===== src/rtl/watch_pkg.sv =====
`default_nettype none
// ============================================================================
// Module      : watch_pkg
// Description : Shared types and constants for the watch time-setting
//               controller: set-mode state encoding, field-select codes and
//               default timing values.
// Revision    : 1.0 - initial release
// ============================================================================
package watch_pkg;

  // Set-mode states; the encoding doubles as the field_sel display code.
  typedef enum logic [1:0] {
    RUN      = 2'd0,
    SET_HOUR = 2'd1,
    SET_MIN  = 2'd2,
    SET_SEC  = 2'd3
  } set_state_t;

  localparam logic [1:0] FIELD_NONE   = 2'd0;
  localparam logic [1:0] FIELD_HOUR   = 2'd1;
  localparam logic [1:0] FIELD_MINUTE = 2'd2;
  localparam logic [1:0] FIELD_SECOND = 2'd3;

  // Defaults assume a 100 MHz system clock.
  localparam int DEF_DEBOUNCE_CYCLES = 1_000_000;
  localparam int DEF_REPEAT_DELAY    = 50_000_000;
  localparam int DEF_REPEAT_PERIOD   = 20_000_000;

  // Field rotation used by the select button: hour -> minute -> second -> hour.
  function automatic logic [1:0] next_field(input logic [1:0] cur);
    return (cur == FIELD_SECOND) ? FIELD_HOUR : (cur + 2'd1);
  endfunction

endpackage
`default_nettype wire


===== src/rtl/btn_debounce.sv =====
`default_nettype none
// ============================================================================
// Module      : btn_debounce
// Description : One push-button path: 2-FF synchronizer, stable-sample
//               debounce counter, debounced level and one-cycle press pulse
//               on a debounced 0->1 transition. A button held through reset
//               is not reported until it has been released and pressed again.
// Revision    : 1.0 - initial release
// ============================================================================
module btn_debounce
  import watch_pkg::*;
#(
  parameter int DEBOUNCE_CYCLES = DEF_DEBOUNCE_CYCLES
) (
  input  logic clk,
  input  logic rst,
  input  logic i_btn,
  output logic o_level,
  output logic o_press
);

  localparam int c_CNT_W = (DEBOUNCE_CYCLES > 1) ? $clog2(DEBOUNCE_CYCLES) : 1;
  localparam logic [c_CNT_W-1:0] c_CNT_LAST = c_CNT_W'(DEBOUNCE_CYCLES - 1);

  logic               r_sync1;
  logic               r_sync2;
  logic               r_level;
  logic               r_press;
  logic [c_CNT_W-1:0] r_cnt;
  logic [1:0]         r_fill;   // synchronizer fill after reset
  logic               r_armed;  // a released level has been observed

  // Synchronize, debounce and detect presses; press is only reported once armed.
  always_ff @(posedge clk) begin
    if (rst) begin
      r_sync1 <= 1'b0;
      r_sync2 <= 1'b0;
      r_level <= 1'b0;
      r_press <= 1'b0;
      r_cnt   <= '0;
      r_fill  <= 2'd0;
      r_armed <= 1'b0;
    end else begin
      r_sync1 <= i_btn;
      r_sync2 <= r_sync1;
      r_press <= 1'b0;
      if (r_fill != 2'd2) begin
        r_fill <= r_fill + 2'd1;
      end
      // Arm only after a genuine post-reset sample shows the button released.
      if ((r_fill == 2'd2) && !r_sync2) begin
        r_armed <= 1'b1;
      end
      if (r_sync2 == r_level) begin
        r_cnt <= '0;
      end else if (r_cnt == c_CNT_LAST) begin
        r_cnt   <= '0;
        r_level <= r_sync2;
        r_press <= r_sync2 & r_armed;
      end else begin
        r_cnt <= r_cnt + 1'b1;
      end
    end
  end

  assign o_level = r_level;
  assign o_press = r_press;

endmodule
`default_nettype wire


===== src/rtl/watch_set_ctrl.sv =====
`default_nettype none
// ============================================================================
// Module      : watch_set_ctrl
// Description : Time-setting controller. Debounces mode/select/inc buttons,
//               runs the RUN/SET_HOUR/SET_MIN/SET_SEC state machine and
//               drives the mode / change_* / valid_response handshake to the
//               time counters. Same-cycle events: mode > select > inc, the
//               losers are dropped.
//               Optional macro WATCH_AUTO_REPEAT_EN adds inc auto-repeat.
// Revision    : 1.0 - initial release
// ============================================================================
module watch_set_ctrl
  import watch_pkg::*;
#(
  parameter int DEBOUNCE_CYCLES = DEF_DEBOUNCE_CYCLES,
  parameter int REPEAT_DELAY    = DEF_REPEAT_DELAY,
  parameter int REPEAT_PERIOD   = DEF_REPEAT_PERIOD
) (
  input  logic       clk,
  input  logic       rst,
  input  logic       btn_mode,
  input  logic       btn_select,
  input  logic       btn_inc,
  output logic       mode,
  output logic       change_hour,
  output logic       change_minute,
  output logic       change_second,
  output logic       valid_response,
  output logic [1:0] field_sel
);

  localparam logic [1:0] c_ST_RUN      = RUN;
  localparam logic [1:0] c_ST_SET_HOUR = SET_HOUR;
  localparam logic [1:0] c_ST_SET_MIN  = SET_MIN;
  localparam logic [1:0] c_ST_SET_SEC  = SET_SEC;

  logic w_mode_level, w_mode_press;
  logic w_sel_level,  w_sel_press;
  logic w_inc_level,  w_inc_press;
  logic w_rep_fire;
  logic w_inc_ev;
  logic w_state_chg;
  logic [1:0] w_next;

  logic [1:0] r_state;
  logic       r_mode;
  logic       r_change_hour;
  logic       r_change_minute;
  logic       r_change_second;
  logic       r_valid;

  btn_debounce #(.DEBOUNCE_CYCLES(DEBOUNCE_CYCLES)) u_db_mode (
    .clk(clk), .rst(rst), .i_btn(btn_mode), .o_level(w_mode_level), .o_press(w_mode_press)
  );
  btn_debounce #(.DEBOUNCE_CYCLES(DEBOUNCE_CYCLES)) u_db_select (
    .clk(clk), .rst(rst), .i_btn(btn_select), .o_level(w_sel_level), .o_press(w_sel_press)
  );
  btn_debounce #(.DEBOUNCE_CYCLES(DEBOUNCE_CYCLES)) u_db_inc (
    .clk(clk), .rst(rst), .i_btn(btn_inc), .o_level(w_inc_level), .o_press(w_inc_press)
  );

  // Only press events drive the FSM; mode/select levels are informational.
  logic w_unused_lvl;
  assign w_unused_lvl = ^{w_mode_level, w_sel_level};

  // An inc (real or repeated) survives only if no higher-priority event coincides.
  assign w_inc_ev    = (w_inc_press | w_rep_fire) & ~w_mode_press & ~w_sel_press;
  assign w_state_chg = w_mode_press | (w_sel_press & (r_state != c_ST_RUN));

  // Next-state selection with mode taking priority over select.
  always_comb begin
    w_next = r_state;
    if (w_mode_press) begin
      w_next = (r_state == c_ST_RUN) ? c_ST_SET_HOUR : c_ST_RUN;
    end else if (w_sel_press && (r_state != c_ST_RUN)) begin
      w_next = next_field(r_state);
    end
  end

  // State register and registered handshake outputs; change pulses last one cycle.
  always_ff @(posedge clk) begin
    if (rst) begin
      r_state         <= c_ST_RUN;
      r_mode          <= 1'b0;
      r_change_hour   <= 1'b0;
      r_change_minute <= 1'b0;
      r_change_second <= 1'b0;
      r_valid         <= 1'b0;
    end else begin
      r_state         <= w_next;
      r_mode          <= (w_next != c_ST_RUN);
      r_change_hour   <= w_inc_ev && (r_state == c_ST_SET_HOUR);
      r_change_minute <= w_inc_ev && (r_state == c_ST_SET_MIN);
      r_change_second <= w_inc_ev && (r_state == c_ST_SET_SEC);
      r_valid         <= w_inc_ev && (r_state != c_ST_RUN);
    end
  end

`ifdef WATCH_AUTO_REPEAT_EN
  localparam int c_REP_W = $clog2(REPEAT_DELAY + 1);
  localparam logic [c_REP_W-1:0] c_REP_FIRE   = c_REP_W'(REPEAT_DELAY);
  localparam logic [c_REP_W-1:0] c_REP_RELOAD = c_REP_W'(REPEAT_DELAY - REPEAT_PERIOD + 1);

  // Cycles since the inc press (1 on the cycle after it); 0 means idle.
  logic [c_REP_W-1:0] r_rep_cnt;

  assign w_rep_fire = (r_rep_cnt == c_REP_FIRE) && w_inc_level;

  // Repeat timer: starts on an inc press in a set state, reloads after each repeat.
  always_ff @(posedge clk) begin
    if (rst || w_state_chg || !w_inc_level || (r_state == c_ST_RUN)) begin
      r_rep_cnt <= '0;
    end else if (w_inc_press) begin
      r_rep_cnt <= c_REP_W'(1);
    end else if (w_rep_fire) begin
      r_rep_cnt <= c_REP_RELOAD;
    end else if (r_rep_cnt != '0) begin
      r_rep_cnt <= r_rep_cnt + 1'b1;
    end
  end
`else
  localparam logic c_REP_CFG = (REPEAT_DELAY >= REPEAT_PERIOD);

  assign w_rep_fire = 1'b0;

  // Without auto-repeat the held inc level and repeat timing are not needed.
  logic w_unused_rep;
  assign w_unused_rep = ^{w_inc_level, w_state_chg, c_REP_CFG};
`endif

  assign mode           = r_mode;
  assign change_hour    = r_change_hour;
  assign change_minute  = r_change_minute;
  assign change_second  = r_change_second;
  assign valid_response = r_valid;
  assign field_sel      = r_state;

endmodule
`default_nettype wire

===== config.mk =====
export PLATFORM = sky130hd
export DESIGN_NAME = watch_set_ctrl
export DESIGN_NICKNAME = d
export VERILOG_FILES = /design/src/rtl/watch_pkg.sv /design/src/rtl/btn_debounce.sv /design/src/rtl/watch_set_ctrl.sv
export SDC_FILE = /design/constraint.sdc
export NUM_CORES = 1
export LEC_CHECK = 0
export CORE_MARGIN = 2
export CORE_UTILIZATION = 60
export DETAILED_ROUTE_END_ITERATION = 8
export GPL_ROUTABILITY_DRIVEN = 0
export PLACE_DENSITY_LB_ADDON = 0.3
export SYNTH_ARGS = -nofsm -noshare
export SYNTH_HDL_FRONTEND = slang
export SYNTH_HIERARCHICAL = 1
export SYNTH_SLANG_ARGS = --single-unit

===== constraint.sdc =====
create_clock -name clk -period 4.03 [get_ports clk]
set_clock_uncertainty 0.1 [all_clocks]
set_input_delay 0.403 -clock clk [delete_from_list [all_inputs] [get_ports clk]]
set_output_delay 0.403 -clock clk [all_outputs]
set_load 0.02 [all_outputs]

==> implementation parameters, run 1 <==
Parameter                              Value

Setup path
  Register-to-register setup slack    2140 ps
  Required arrival time at the worst endpoint    ~4200 ps
  Arrival time at the worst endpoint    2170 ps
  Reg-to-reg critical path endpoint    u_db_mode/o_level$_SDFFE_PP0P_
  Kind of launch point of the worst setup path    input port
  Critical path class    in2reg
  Maximum fanout along the worst path    15
  Endpoint type of the worst setup path    flip-flop
  Reg2reg start    u_db_mode/r_cnt[0]$_SDFF_PP0_
  Worst-case reg-to-reg path depth    5

Synth
  Post-synthesis cell area    around 3800 µm²
  EDFF count, synth    0
  Most used DFF post-synth    sky130_fd_sc_hd__dfxtp_1
  Count of distinct cell types in the synthesized netlist    35
  Share of Yosys cell area claimed by the top area cell type    0.4658
  Ys Warns    6
  Share of synthesized area occupied by flip-flops and latches    0.4658
  Synthesized instance count    408
  Fraction of registers with async set or reset after synthesis    0
  Cell types occupying the most area after synthesis    sky130_fd_sc_hd__dfxtp_1 (47%), sky130_fd_sc_hd__xor2_1 (8.3%), sky130_fd_sc_hd__nor2_1 (5.8%), sky130_fd_sc_hd__a21oi_1 (3.6%), sky130_fd_sc_hd__ha_1 (3.3%)
  Number of nets in the synthesized netlist    423
  Syn Area/Cell    9.271 µm²
  Number of synthesized register bits    between 80 and 90
  Most area-hungry cell type in the Yosys netlist    sky130_fd_sc_hd__dfxtp_1

STA
  Min cycle time layout    2011 ps
  Max-slew violation count    0
  Highest clock frequency the design can meet    497.3 MHz
  Final setup violation count    0
  Count of final hold-check violations    0
  Worst Max-Slew Pin Slew    501.4 ps
  Worst setup slack after layout    2019 ps
  RSZ-0062 raised after global routing    false
  Worst Hold Margin    350.8 ps
  Final TNS setup    0 ps
  Worst rel slew slack    0.6610
  Final worst path period share    0.4990

Power
  Net Sw Power    0.3883 mW
  Fraction of power spent switching nets    0.2248
  Sequential power share    0.541
  Internal power consumption    approximately 1.3 mW
  Static leakage    1.418 nW
  Clk pwr share    0.381
  IR drop worst, VDD    roughly 0.00028 V
  Final total power    1.727 mW
  Combinational power share    0.077
  Power density over the cells    ~420 nW/µm²

Final layout
  Net total in the final layout    437
  Signed area change from the synthesized netlist to the final layout    9.758%
  Antenna Cells    0
  Share of final-layout standard cells stronger than drive strength 1    0.07728
  Filler cell count in the final layout    about 460

CTS
  Post-CTS clock slew at the launch and capture registers of the worst setup and hold paths    roughly 80 ps
  Hold-fix buffers, CTS    0
  Clock latency of the later-clocked register in the worst-skew pair    350 ps
  Post_cts resized    0
  CTS tree    built
  Clock Root Buffer    sky130_fd_sc_hd__clkbuf_8
  H-tree depth    3
  TritonCTS Sinks    88
  Total CTS buffers    9
  Setup Fix Bufs, Post-CTS    0
  Maximum count of clock buffers along a single path    2

Placement
  Setup Slack @ Placement    1655 ps
  DPL Wire Length    between 4000 and 5000 µm
  IO Port Bufs    11

Route
  Vias    2859
  Total Routed Length    6271 µm
  Count of TritonRoute iterations in the first routing pass    4
  Final routed wire length divided by cell count    12.49 µm
  Via/cell ratio    5.695
  Post-route antenna net violation count    0
  Number of remaining DRC errors    0
  Violation count after the first detailed-routing iteration    100

Global routing
  Number of global-route vias before repair    2788
  GRT met3 Usage    0.04175
  Global route total overflow    0
  Combined global-route utilization of all metal layers    0.1979
  GR Util met1    0.2335
  Met2 track utilization from global routing    0.3387
  Busiest layer in global routing    met2
  Wire length of the first global-routing pass    around 11000 µm
  Pin count of the biggest net entering global routing    21
  Antenna violations before repair    0

Die
  # rows    28
  Area of the die    6955 µm²
  Floorplan Core Area    between 5000 and 6000 µm²
  Initial Util    0.6314
  Vert. Die Dim    83.40 µm
  I/O pin cnt    12
  Die Width    approximately 83 µm

Hold path
  Startpoint of the most critical hold path    u_db_inc/r_sync1$_SDFF_PP0_
  Hold Path Class    reg2reg
  Min-Delay Endpoint    u_db_inc/r_sync2$_SDFF_PP0_
  Cell count of the worst hold path    1

Flow run
  Max-capacitance violation count    0

Run status
  Run status    finished clean
==> layout make-up <==
type,count,area (µm²),area share
Clock buffer,11,141.4,0.03406
Inverter,14,52.55,0.01266
Clock inverter,5,80.08,0.01929
Tap cell,75,93.84,0.02260
Timing Repair Buffer,15,140.1,0.03376
Sequential cell,88,1762,0.4244
Multi-Input combinational cell,294,1882,0.4533
==> critical path, cell delays in order <==
cell                              delay (ps)
sky130_fd_sc_hd__clkdlybuf4s50_1         650
sky130_fd_sc_hd__buf_4                   310
sky130_fd_sc_hd__or4b_2                  610
sky130_fd_sc_hd__nor4_1                  190
==> per-stage QoR <==
| step | area (µm²) | utilization | std cells |
|---|---|---|---|
| global placement | 3930 | 0.6560 | 486 |
| finish | 4151 | 0.6930 | 502 |
| global route | 4151 | 0.6930 | 502 |
| floorplan | 3782 | - | 408 |
| detailed placement | 3930 | 0.6560 | 486 |
| CTS | 4151 | 0.6930 | 502 |
==> layout by cell type, fill, tap and decap left out, types with 4 or more instances in the layout <==
cell type | netlist | routed
sky130_fd_sc_hd__ha_1 | 10 | 10
sky130_fd_sc_hd__nand3_1 | 21 | 21
sky130_fd_sc_hd__a21oi_1 | 27 | 27
sky130_fd_sc_hd__and4_1 | 9 | 9
sky130_fd_sc_hd__nor4b_1 | 6 | 6
sky130_fd_sc_hd__and3_1 | 6 | 6
sky130_fd_sc_hd__buf_4 | 3 | 4
sky130_fd_sc_hd__dfxtp_1 | 88 | 88
sky130_fd_sc_hd__clkdlybuf4s50_1 | 0 | 11
sky130_fd_sc_hd__o21ai_0 | 15 | 12
sky130_fd_sc_hd__o31ai_1 | 9 | 9
sky130_fd_sc_hd__or4_1 | 12 | 12
sky130_fd_sc_hd__xor2_1 | 36 | 36
sky130_fd_sc_hd__nor2_1 | 58 | 58
sky130_fd_sc_hd__nor2b_1 | 9 | 9
sky130_fd_sc_hd__clkbuf_8 | 0 | 10
sky130_fd_sc_hd__inv_1 | 14 | 14
sky130_fd_sc_hd__nand2_1 | 18 | 18
sky130_fd_sc_hd__xnor2_1 | 6 | 6
sky130_fd_sc_hd__nand4_1 | 15 | 15
sky130_fd_sc_hd__or3_1 | 9 | 9
==> worst max-delay path by stage <==
stage / start / to
floorplan: u_db_inc/r_cnt[0]$_SDFF_PP0_ / u_db_inc/o_level$_SDFFE_PP0P_
global placement: rst / u_db_select/o_press$_SDFF_PP0_
detailed placement: rst / u_db_select/o_press$_SDFF_PP0_
CTS: rst / u_db_select/o_press$_SDFF_PP0_
global route: rst / u_db_select/o_press$_SDFF_PP0_
finish: rst / u_db_select/o_press$_SDFF_PP0_
==> kinds of logic (layout without fill, tap and decap cells) <==
logic type	Yosys count	in the layout	synth area share
compound gates	53	53	0.07774
buf+inv	26	45	0.03672
simple gates	188	188	0.2868
flops	88	88	0.4658
xor+xnor	42	42	0.09725
fa+ha+maj	10	10	0.03308
mux	1	1	0.002646
==> power by group through the flow <==
stage	clock (mW)	combinational, mW	sequential, mW
after detailed placement	0	0.136	0.954
after global routing	0.715	0.159	0.941
after CTS	0.677	0.136	0.935
after global placement	0	0.126	0.952
final	0.659	0.133	0.935
after floorplan	0	0.109	0.949
==> sequential cells by signal, indices dropped and copies added, names as in the netlist, 2 cells and up <==
| signal | flops |
|---|---|
| u_db_inc/r_cnt | 20 |
| u_db_mode/r_cnt | 20 |
| u_db_select/r_cnt | 20 |
| u_db_select/r_fill | 2 |
| u_db_mode/r_fill | 2 |
| field_sel | 2 |
| u_db_inc/r_fill | 2 |
==> Yosys cell counts, drive strengths merged, types with 3 or more instances <==
cell    n
nor2   58
and4    9
xnor2   6
nand3  21
or4    12
nand4  18
dfxtp  88
o31ai   9
and2    6
o21ai  15
or4b    3
a21oi  27
buf    12
xor2   36
or3     9
nor2b   9
nand2  21
nor4b   6
and3    6
inv    14
ha     10
nor4    3
nor3b   4
==> routing by layer <==
layer | vias up | part of all wire
met4 | 0 | 0.019
met2 | 42 | 0.48
met1 | 1342 | 0.46
met3 | 11 | 0.034
met5 | - | 0
li1 | 1464 | -
Note: power is estimated with default switching activity, not from simulation.
==> run 2, diff against run 1 <==
==> constraint.sdc (replaced) <==
create_clock -name clk -period 2 [get_ports clk]
set_clock_uncertainty 0.1 [all_clocks]
set_input_delay 0.2 -clock clk [delete_from_list [all_inputs] [get_ports clk]]
set_output_delay 0.2 -clock clk [all_outputs]
set_load 0.02 [all_outputs]
==> run 2 against run 1 <==
Compared with the run above:
- count of clock-buffer cells in the layout up 1
- final area up 1.4%
- non-clock buffer count increased by 8
- die area is the same
- critical path type is now reg2reg
- first-iteration DRC count increased by 2.0%
- clock power is 90% higher
- power up 98%
- critical path depth increased by 1
==> implementation parameters, run 2 (synthesis results as in run 1) <==
Parameter                              Value

Final layout
  Final instance area    4209 µm²
  Share of final-layout standard cells stronger than drive strength 1    0.09677
  Antenna Cells    0
  Signed area change from the synthesized netlist to the final layout    11.28%
  Filler cell count in the final layout    459
  Net total in the final layout    445
  Registers with the highest flip-flop counts    u_db_inc/r_cnt: 20 flops, u_db_mode/r_cnt: 20 flops, u_db_select/r_cnt: 20 flops
  Most common cell after layout, fill and taps aside    sky130_fd_sc_hd__dfxtp_1
  Commonest cells after routing, fill and taps aside    sky130_fd_sc_hd__dfxtp_1 (88), sky130_fd_sc_hd__nor2_1 (58), sky130_fd_sc_hd__xor2_1 (36), sky130_fd_sc_hd__a21oi_1 (27), sky130_fd_sc_hd__nand3_1 (21)

Global routing
  Combined global-route utilization of all metal layers    0.2010
  Wire length of the first global-routing pass    11520 µm
  GRT met3 Usage    0.03777
  Met2 track utilization from global routing    0.3409
  GR Util met1    0.2442
  Number of global-route vias before repair    2700
  Busiest layer in global routing    met2
  Pin count of the biggest net entering global routing    28
  Antenna violations before repair    0
  Global route total overflow    0

CTS
  Post_cts resized    0
  H-tree depth    3
  Clock latency of the later-clocked register in the worst-skew pair    approximately 350 ps
  Post-CTS clock slew at the launch and capture registers of the worst setup and hold paths    80 ps
  Maximum count of clock buffers along a single path    2
  Total CTS buffers    9
  Setup Fix Bufs, Post-CTS    0
  Clock Root Buffer    sky130_fd_sc_hd__clkbuf_8
  TritonCTS Sinks    88
  Hold-fix buffers, CTS    0
  CTS tree    built

Placement
  IO Port Bufs    11
  DPL Wire Length    4491 µm
  Placed instance area    4003 µm²
  Setup Slack @ Placement    approximately 150 ps

Power
  IR drop worst, VDD    0.0006562 V
  Final total power    approximately 3.4 mW
  Power density over the cells    811.6 nW/µm²
  Static leakage    1.467 nW

Route
  Total Routed Length    approximately 6600 µm
  Violation count after the first detailed-routing iteration    approximately 100
  Number of remaining DRC errors    0
  Vias    2856
  Post-route antenna net violation count    0
  Final routed wire length divided by cell count    12.98 µm
  Via/cell ratio    approximately 5.6
  Count of TritonRoute iterations in the first routing pass    4

Die
  Area of the die    6955 µm²
  Initial Util    0.6314
  Vert. Die Dim    roughly 83 µm
  I/O pin cnt    12
  # rows    28
  Floorplan Core Area    5991 µm²
  Die Width    around 83 µm

STA
  Count of final hold-check violations    0
  Final TNS setup    0 ps
  Highest clock frequency the design can meet    539.3 MHz
  Worst setup slack after layout    between 100 and 150 ps
  Worst Max-Slew Pin Slew    around 470 ps
  Worst rel slew slack    0.6806
  Worst Hold Margin    roughly 340 ps
  RSZ-0062 raised after global routing    false
  Final setup violation count    0
  Final worst path period share    0.9271
  Min cycle time layout    about 1900 ps
  Max-slew violation count    0

Setup path
  Delay of the slowest critical-path stage    480 ps
  Cell family with the largest share of critical-path delay    simple AND/OR/NAND/NOR gates
  Required arrival time at the worst endpoint    2180 ps
  Ordered list of cells on the worst path    ha_1 > and4_1 > nand2_2 > or4_1 > a21oi_1
  Critical path class    reg2reg
  Slowest cell on the critical path    sky130_fd_sc_hd__or4_1
  Endpoint type of the worst setup path    flip-flop
  Arrival time at the worst endpoint    2030 ps
  Kind of launch point of the worst setup path    flip-flop
  Maximum fanout along the worst path    6
  Count of buffer and inverter cells on the critical path    0

Hold path
  Hold Path Class    in2reg

Flow run
  Max-capacitance violation count    0

Run status
  Run status    finished clean
run 2: per-layer routing:
| metal | wire length [µm] | vias to the layer above | share of wire |
|---|---|---|---|
| met5 | 0 | - | 0 |
| met4 | 155 | 0 | 0.023 |
| met3 | 186 | 13 | 0.028 |
| met2 | 3150 | 45 | 0.48 |
| met1 | 3113 | 1321 | 0.47 |
| li1 | - | 1477 | - |
run 2: layout make-up:
class | instances | area, µm² | area share
Clock buffer | 12 | 165.2 | 0.03924
Timing Repair Buffer | 23 | 212.7 | 0.05054
Sequential cell | 88 | 1762 | 0.4185
Tap cell | 75 | 93.84 | 0.02229
Inverter | 14 | 52.55 | 0.01249
Clock inverter | 3 | 40.04 | 0.009512
Multi-Input combinational cell | 294 | 1883 | 0.4474
run 2: through the flow:
step                instances    util
floorplan                 408       -
global placement          494  0.6681
detailed placement        494  0.6681
CTS                       509  0.7024
global route              509  0.7026
finish                    509  0.7026
run 2: worst reg2reg max path, cell delays in order, from the launching register on:
cell,delay [ps]
sky130_fd_sc_hd__dfxtp_1,370
sky130_fd_sc_hd__ha_1,220
sky130_fd_sc_hd__and4_1,340
sky130_fd_sc_hd__nand2_2,130
sky130_fd_sc_hd__or4_1,480
sky130_fd_sc_hd__a21oi_1,140
run 2: final timing paths:
check	from	cells past startpoint	slack (ps)	endpoint
worst min-delay path	btn_mode	2	340	u_db_mode/r_sync1$_SDFF_PP0_
worst max-delay path	u_db_inc/r_cnt[0]$_SDFF_PP0_	5	150	u_db_inc/o_level$_SDFFE_PP0P_
worst min register to register	u_db_select/r_sync1$_SDFF_PP0_	1	340	u_db_select/r_sync2$_SDFF_PP0_
worst max register to register	u_db_inc/r_cnt[0]$_SDFF_PP0_	5	150	u_db_inc/o_level$_SDFFE_PP0P_
run 2: power breakdown:
part / switching, mW / internal, mW / leakage, nW / total [mW]
clock: 0.582 / 0.669 / 0.108 / 1.25
combinational: 0.151 / 0.131 / 0.647 / 0.282
sequential: 0.0465 / 1.84 / 0.712 / 1.88
total: 0.779 / 2.64 / 1.47 / 3.42
==> run 3, diff against run 2 <==
--- a/config.mk
+++ b/config.mk
@@ -7,6 +7,7 @@
 export LEC_CHECK = 0
 export CORE_MARGIN = 2
 export CORE_UTILIZATION = 60
+export CTS_CLUSTER_DIAMETER = 30
 export DETAILED_ROUTE_END_ITERATION = 8
 export GPL_ROUTABILITY_DRIVEN = 0
 export PLACE_DENSITY_LB_ADDON = 0.3
==> results of run 3 <==
No change in the layout: final DEF, timing and power equal those of run 2.
